$ cat config.mk
export PLATFORM = sky130hd
export DESIGN_NAME = bin2bcd_conv
export DESIGN_NICKNAME = d
export VERILOG_FILES = /design/src/rtl/calc_pkg.sv /design/src/rtl/bcd_add3.sv /design/src/rtl/bin2bcd_conv.sv
export SDC_FILE = /design/constraint.sdc
export NUM_CORES = 1
export LEC_CHECK = 0
export ABC_AREA = 1
export BUFFER_PORTS_ARGS = -buffer_cell sky130_fd_sc_hd__clkbuf_2
export CAP_MARGIN = 25
export CORE_UTILIZATION = 55
export DETAILED_ROUTE_END_ITERATION = 7
export GPL_ROUTABILITY_DRIVEN = 0
export GPL_TIMING_DRIVEN = 0
export PLACE_DENSITY = 0.74
export RECOVER_POWER = 50
export SYNTH_ARGS = -nofsm -noshare
export SYNTH_HDL_FRONTEND = slang
export SYNTH_SLANG_ARGS = --single-unit
$ cat constraint.sdc
create_clock -name clk -period 1.7 [get_ports clk]
set_input_delay 0.17 -clock clk [delete_from_list [all_inputs] [get_ports clk]]
set_output_delay 0.17 -clock clk [all_outputs]
set_load 0.005 [all_outputs]
$ cat src/rtl/calc_pkg.sv
// Shared definitions for the calculator datapath: operand width, display digit
// count and the converter state encoding.
package calc_pkg;

  localparam int CALC_WIDTH  = 28;
  localparam int CALC_DIGITS = 9;

  typedef enum logic [1:0] {
    IDLE = 2'd0,
    CONV = 2'd1,
    DONE = 2'd2
  } conv_state_e;

endpackage

$ cat src/rtl/bcd_add3.sv
// Double-dabble digit correction: a BCD digit of 5 or more gets 3 added so the
// following left shift carries correctly into the next digit.
module bcd_add3 (
  input  logic [3:0] din,
  output logic [3:0] dout
);

  always_comb begin
    dout = (din >= 4'd5) ? (din + 4'd3) : din;
  end

endmodule

$ cat src/rtl/bin2bcd_conv.sv
// Signed binary to sign + packed BCD converter (shift-and-add-3), one bit per
// cycle. Results are registered on entry to DONE, so valid_out is high while DONE.
module bin2bcd_conv
  import calc_pkg::*;
#(
  parameter int WIDTH  = CALC_WIDTH,
  parameter int DIGITS = CALC_DIGITS
) (
  input  logic                  clk,
  input  logic                  rst,
  input  logic                  valid_in,
  input  logic [WIDTH-1:0]      d_in,
  input  logic                  err_in,
  output logic                  busy,
  output logic                  valid_out,
  output logic                  neg,
  output logic [4*DIGITS-1:0]   bcd,
  output logic                  err_out
);

  localparam int CW = $clog2(WIDTH);
  localparam int BW = 4 * DIGITS;

  conv_state_e       state_q, state_d;
  logic [CW-1:0]     cnt_q, cnt_d;
  logic [BW-1:0]     acc_q, acc_d;
  logic [WIDTH-1:0]  mag_q, mag_d;
  logic              sign_q, sign_d;
  logic              busy_q, busy_d;
  logic              valid_q, valid_d;
  logic              neg_q, neg_d;
  logic [BW-1:0]     bcd_q, bcd_d;
  logic              err_q, err_d;

  logic [BW-1:0]     adj;
  logic [BW-1:0]     acc_shift;

  generate
    for (genvar gi = 0; gi < DIGITS; gi++) begin : g_add3
      bcd_add3 u_add3 (
        .din  (acc_q[4*gi +: 4]),
        .dout (adj[4*gi +: 4])
      );
    end
  endgenerate

  // The magnitude MSB shifts into the bottom of the corrected accumulator.
  assign acc_shift = {adj[BW-2:0], mag_q[WIDTH-1]};

  always_comb begin
    state_d = state_q;
    cnt_d   = cnt_q;
    acc_d   = acc_q;
    mag_d   = mag_q;
    sign_d  = sign_q;
    busy_d  = busy_q;
    valid_d = 1'b0;
    neg_d   = neg_q;
    bcd_d   = bcd_q;
    err_d   = err_q;
    case (state_q)
      IDLE: begin
        if (valid_in) begin
          busy_d = 1'b1;
          if (err_in) begin
            state_d = DONE;
            valid_d = 1'b1;
            neg_d   = 1'b0;
            bcd_d   = '0;
            err_d   = 1'b1;
          end else begin
            state_d = CONV;
            sign_d  = d_in[WIDTH-1];
            mag_d   = d_in[WIDTH-1] ? ((~d_in) + {{(WIDTH-1){1'b0}}, 1'b1}) : d_in;
            acc_d   = '0;
            cnt_d   = CW'(WIDTH - 1);
          end
        end
      end
      CONV: begin
        acc_d = acc_shift;
        mag_d = {mag_q[WIDTH-2:0], 1'b0};
        cnt_d = cnt_q - 1'b1;
        if (cnt_q == '0) begin
          state_d = DONE;
          cnt_d   = '0;
          valid_d = 1'b1;
          bcd_d   = acc_shift;
          neg_d   = sign_q;
          err_d   = 1'b0;
        end
      end
      DONE: begin
        state_d = IDLE;
        busy_d  = 1'b0;
      end
      default: begin
        state_d = IDLE;
        busy_d  = 1'b0;
      end
    endcase
  end

  always_ff @(posedge clk) begin
    if (rst) begin
      state_q <= IDLE;
      cnt_q   <= '0;
      acc_q   <= '0;
      mag_q   <= '0;
      sign_q  <= 1'b0;
      busy_q  <= 1'b0;
      valid_q <= 1'b0;
      neg_q   <= 1'b0;
      bcd_q   <= '0;
      err_q   <= 1'b0;
    end else begin
      state_q <= state_d;
      cnt_q   <= cnt_d;
      acc_q   <= acc_d;
      mag_q   <= mag_d;
      sign_q  <= sign_d;
      busy_q  <= busy_d;
      valid_q <= valid_d;
      neg_q   <= neg_d;
      bcd_q   <= bcd_d;
      err_q   <= err_d;
    end
  end

  assign busy      = busy_q;
  assign valid_out = valid_q;
  assign neg       = neg_q;
  assign bcd       = bcd_q;
  assign err_out   = err_q;

endmodule

==> results.cfg, run 1 <==
[floorplan]
die_y_um = 104
pin_count = 72
rows = 36
coreArea_um2 = 9910
fp.dieW_um = 104
dieArea_um2 = 10800
start_util_pct = 57.7

[yosys]
synth_simple_gate_area_share_pct = 22.9
synth_top_family_by_area = compound AO/OA/AOI/OAI gates
yosys_warnings = 0
synth_fa_ha_area_share_pct = 4.38
synth_compound_area_share_pct = 23.6
muxShareOfSynthArea_pct = 0
synth-seq-area-share_pct = 39.2
synth_cell_types = 31
synth_xor_area_share_pct = 1.38
syn_avg_cell_area_um2 = 6.80
synthCells = 840
synthFlopType = dfxtp_1
netlist_area_um2 = 5710
syn-num-nets = 892
synthArstFlopShare_pct = 0
synth_edf_count = 0
ys_ff_latch = 112

[final_layout]
final_util_pct = 70.0
design_area_um2 = 6940
syn2layout_area_growth_pct = 21.4
num_antenna_cells = 0
drive_gt1_share_pct = 19.2
finalNetCount = 995

[critical_path]
reg2reg_to = bcd[22]$_SDFFE_PP0P_
r2r_cells = 10
r2r_setup_slack_ns = -0.05
path_delay_family = buffers and inverters
arrival_ns = 2.05
critPathRequiredTime_ns = 2.00
crit_fanout = 8
endpoint_kind = register
slowest_delay_ns = 0.35
worstPathCellList = inv_2, ha_4, inv_4, nor3_4, nand2_2, o21ai_4, buf_12, buf_8, nor2_1, a211oi_2
r2r-start = cnt_q[1]$_SDFFE_PP0P_
crit_type = register to register
cp_num_buf_inv = 4
critPathLaunchType = register
crit_path_top_delay_cell = dfxtp_2

[clock_network]
cts-hold-fix-buffers = 0
htreeDepth = 3
cts_made_buffers = 9
cts_tree = yes
clk_pin_slew_worst_paths_ns = 0.10
clockBufferDepth = 2
clock_latency_ns = 0.38
clkSinkCount = 112
root_buffer = clkbuf_8

[global_routing]
grt_start_max_net_pins = 17
grt_pass1_wl_um = 26700
antenna_found_initial = 0
gr-total-overflow = 0
grt_usage_pct = 30.7
grt_pass1_vias = 5569

[placement]
dpl_cell_area_um2 = 6230
io_buffers = 69
dpl.hpwl_um = 11300
place_ws_ns = -0.230

[status]
violations = negative setup slack
outcome = finished with violations

[timing]
period_needed_ns = 1.75
setup_violations = 18
slew_viol_final = 0
hold_viol = 0
min_period_over_period_pct = 103
fin_tns_setup_ns = -0.252
skew_ns = 0.0122
max_freq_mhz = 572
setup_ws_ns = -0.0476
tightest_slew_ns = 0.734
rsz0062_at_grt = true
slew_headroom_pct = 51.0

[detailed_routing]
via_count = 6119
wl_um = 16700
avgRoutedWirePerCell_um = 15.5
dr.pass1.iters = 7
route.detailed.drc = 0
drt_iter0_markers = 533
postRouteAntennaNets = 0
routed_via_density = 5.66

[power]
fin_total_pwr_w = 0.00588
leakagePower_nw = 2.91
peakVddDrop_uv = 662
power_density_nw_per_um2 = 847

[min_path]
hp-class = input pin to register
hp-start = d_in[0]
hold_path_depth = 3
hold_end = mag_q[0]$_SDFFE_PP0P_

[job]
maxCapViolCount = 0
-- flip-flops by register name, indices dropped and copies added, names as in the netlist --
name,flops
acc_q,36
bcd,36
mag_q,28
cnt_q,5
state_q,2
busy,1
err_out,1
neg,1
sign_q,1
valid_out,1
-- cells in the mapped netlist, types with 3 or more instances --
library cell	n	area, µm²
nand2_1	161	604
buf_4	9	67.6
buf_2	12	60.1
a21oi_1	149	746
inv_2	3	11.3
buf_1	4	15.0
ha_1	20	250
nand3_1	37	185
xor2_1	7	61.3
a211oi_1	4	30.0
nand3b_1	3	22.5
inv_1	73	274
nor3_1	3	15.0
o21ai_1	20	100
clkbuf_1	16	60.1
dfxtp_1	112	2240
nor2_1	107	402
o211ai_1	7	52.6
o21ai_0	76	380
-- cell type report --
type	instances	area, µm²
Clock buffer	14	173
Multi-Input combinational cell	611	3170
Fill cell	891	2970
Buffer	39	251
Sequential cell	112	2250
Timing Repair Buffer	94	627
Clock inverter	2	12.5
Tap cell	133	166
Inverter	76	293
-- worst max-delay path by stage --
stage	end	from	slack, ns	cells after the start
6_report	bcd[22]$_SDFFE_PP0P_	cnt_q[1]$_SDFFE_PP0P_	-0.05	10
5_1_grt	bcd[22]$_SDFFE_PP0P_	cnt_q[1]$_SDFFE_PP0P_	-0.11	10
4_1_cts	bcd[4]$_SDFFE_PP0P_	cnt_q[1]$_SDFFE_PP0P_	-0.03	11
3_5_place_dp	bcd[32]$_SDFFE_PP0P_	cnt_q[0]$_SDFFE_PP0P_	-0.23	9
3_3_place_gp	bcd[21]$_SDFFE_PP0P_	cnt_q[0]$_SDFFE_PP0P_	-0.13	9
2_1_floorplan	bcd[19]$_SDFFE_PP0P_	cnt_q[0]$_SDFFE_PP0P_	0.22	9
-- report_power, final --
group          switching (W)  internal [W]  total [W]
logic               0.000823      0.000599    0.00142
registers           0.000123       0.00281    0.00293
clock network       0.000873      0.000654    0.00153
-- worst register-to-register path, cell delays in order (launching register included) --
cell and delay, ns:
dfxtp_2 0.35, inv_2 0.08, ha_4 0.15, inv_4 0.04, nor3_4 0.14, nand2_2 0.10, o21ai_4 0.23, buf_12 0.21
buf_8 0.15, nor2_1 0.06, a211oi_2 0.16
-- placed cells by master, fill, tap and decap left out, types with 12 or more instances in the layout --
cell type and n:
ha_1 19, clkbuf_8 12, dfxtp_1 108, clkbuf_2 60, nor2_1 99, clkbuf_1 28, nand3_1 37, buf_4 28
nand2_1 160, a21oi_1 141, o21ai_0 64, inv_1 69, o21ai_2 22
-- cell families after synthesis --
family          Yosys count
simple gates            322
buf+inv                 117
flops                   112
compound gates          260
xor+xnor                  9
fa+ha+maj                20
-- repair_timing --
action,4_1_cts,5_1_grt
cloned,3,3
pin swaps,7,10
endpoints found under the setup margin,47,94
gates resized for setup,52,52
buffers inserted,10,10
-- through the flow --
step,instances,hold slack [ns]
floorplan,840,0.327
global placement,1042,0.447
detailed placement,1042,0.453
CTS,1071,0.0530
global route,1081,0.0652
finish,1081,0.0639
-- layer usage --
metal | global-route usage, % | part of all wire (%)
met5 | 0 | 0
met4 | 9.59 | 1.7
met3 | 6.08 | 6.8
met2 | 51.0 | 48
met1 | 40.3 | 44
(Power assumes the default switching activity.)
==> inputs of run 2 (changes only) <==
--- a/config.mk
+++ b/config.mk
@@ -8,6 +8,7 @@
 export ABC_AREA = 1
 export BUFFER_PORTS_ARGS = -buffer_cell sky130_fd_sc_hd__clkbuf_2
 export CAP_MARGIN = 25
+export CORE_MARGIN = 2
 export CORE_UTILIZATION = 55
 export DETAILED_ROUTE_END_ITERATION = 7
 export GPL_ROUTABILITY_DRIVEN = 0
==> constraint.sdc (replaced) <==
create_clock -name clk -period 2.2 [get_ports clk]
set_input_delay 0.22 -clock clk [delete_from_list [all_inputs] [get_ports clk]]
set_output_delay 0.22 -clock clk [all_outputs]
set_load 0.005 [all_outputs]
==> run 2 against run 1 <==
The run now ends clean. Highest routed layer unchanged. Sequential power shrank 24%. Clock-buffer cell count down 1. Hold slack improved by 0.064 ns. Largest cell class unchanged. Setup slack improved by 0.28 ns.
==> results.cfg, run 2 (synthesis results as in run 1) <==
[critical_path]
cpMostUsedCell = inv_1
cp_num_cells = 9
endpoint_kind = register
crit_fanout = 10
r2r_setup_slack_ns = 0.23
path_delay_family = compound AO/OA/AOI/OAI gates
critPathLaunchType = register
crit_type = register to register
slowest_delay_ns = 0.34
arrival_ns = 2.26
worstPathCellList = inv_1, ha_1, inv_1, nor3_2, nand2_1, o21ai_4, buf_2, nor2_1, a211oi_1
crit_end = bcd[19]$_SDFFE_PP0P_
r2r-start = cnt_q[0]$_SDFFE_PP0P_
cp_num_buf_inv = 3
crit_path_top_delay_cell = o21ai_4
setup.worst_path.start = cnt_q[0]$_SDFFE_PP0P_
r2r_cells = 9
reg2reg_to = bcd[19]$_SDFFE_PP0P_
critPathRequiredTime_ns = 2.49

[timing]
max_freq_mhz = 508
slew_viol_final = 0
fin_tns_setup_ns = 0
tightest_slew_ns = 0.714
setup_violations = 0
rsz0062_at_grt = false
min_period_over_period_pct = 89.5
hold_viol = 0
period_needed_ns = 1.97
setup_ws_ns = 0.232
skew_ns = 0.0152
slew_headroom_pct = 52.4

[floorplan]
fp.dieW_um = 106
rows = 37
coreArea_um2 = 10200
start_util_pct = 56.1
pin_count = 72
dieArea_um2 = 11200
die_y_um = 106

[final_layout]
stdcell_count = 1061
seqCellArea_um2 = 2240
final_util_pct = 62.9
design_area_um2 = 6400
final_cell_mix = nand2_1 (161), a21oi_1 (149), dfxtp_1 (112)
multiInputGateArea_um2 = 2980
drive_gt1_share_pct = 10.7
finalNetCount = 972
fillers = 993
syn2layout_area_growth_pct = 12.0
layout_commonest_cell = nand2_1
num_antenna_cells = 0

[detailed_routing]
avgRoutedWirePerCell_um = 14.5
via_count = 5898
route.detailed.drc = 0
routed_via_density = 5.56
dr.pass1.iters = 5
wl_um = 15400
drt_iter0_markers = 419
postRouteAntennaNets = 0

[global_routing]
antenna_found_initial = 0
grt_pass1_vias = 5337
gr-total-overflow = 0
grt_usage_pct = 28.1
grt_pass1_wl_um = 25500
grt_start_max_net_pins = 17

[placement]
dpl.hpwl_um = 11400
io_buffers = 69
dpl_cell_area_um2 = 6230
dp.cells = 1045
place_ws_ns = 0.276

[min_path]
hp-class = input pin to register

[status]
outcome = completed

[power]
power_density_nw_per_um2 = 672
leakagePower_nw = 2.72
peakVddDrop_uv = 499

[clock_network]
clockBufferDepth = 2
clk_pin_slew_worst_paths_ns = 0.11
cts_made_buffers = 9
cts_resized = 0
htreeDepth = 3
cts-hold-fix-buffers = 0
root_buffer = clkbuf_8
cts_tree = yes
clock_latency_ns = 0.38
cts_setup_buffers = 0
clkSinkCount = 112

[job]
maxCapViolCount = 0
run 2: worst register-to-register path, cell delays in order (launching register included):
cell      delay [ns]
dfxtp_1         0.33
inv_1           0.10
ha_1            0.18
inv_1           0.06
nor3_2          0.14
nand2_1         0.15
o21ai_4         0.34
buf_2           0.31
nor2_1          0.08
a211oi_1        0.19
run 2: worst min path at each step:
stage	from	end	cells past startpoint
final	d_in[0]	mag_q[0]$_SDFFE_PP0P_	3
after CTS	d_in[0]	mag_q[0]$_SDFFE_PP0P_	3
after detailed placement	mag_q[19]$_SDFFE_PP0P_	mag_q[19]$_SDFFE_PP0P_	2
after global routing	d_in[0]	mag_q[0]$_SDFFE_PP0P_	3
after floorplan	valid_in	sign_q$_SDFFE_PP0P_	2
after global placement	cnt_q[4]$_SDFFE_PP0P_	cnt_q[4]$_SDFFE_PP0P_	2
run 2: area by class of cell:
type | count | area share, %
plain buffers | 41 | 3.01
clock buffers | 13 | 2.48
clock inverters | 3 | 0.625
inverters | 76 | 4.46
multi-input cells | 611 | 46.6
flip-flops and latches | 112 | 35.0
well taps | 136 | 2.66
repair buffers | 69 | 5.16
run 2: through the flow:
step	total power (W)	hold slack, ns
3_5_place_dp	0.00310	0.457
2_1_floorplan	0.00279	0.377
3_3_place_gp	0.00307	0.447
4_1_cts	0.00433	0.111
5_1_grt	0.00451	0.125
6_report	0.00430	0.128
run 2: power by group:
part	internal, W	switching (W)
sequential	0.00217	0.0000769
combinational	0.000279	0.000527
clock	0.000587	0.000663
total	0.00303	0.00127
run 2: metal layers:
metal,vias to the layer above,share of wire [%],track usage (%)
li1,2927,-,-
met2,214,47,46.2
met4,0,1.8,9.30
met1,2734,44,37.8
met5,-,0,0
met3,23,7.0,4.72
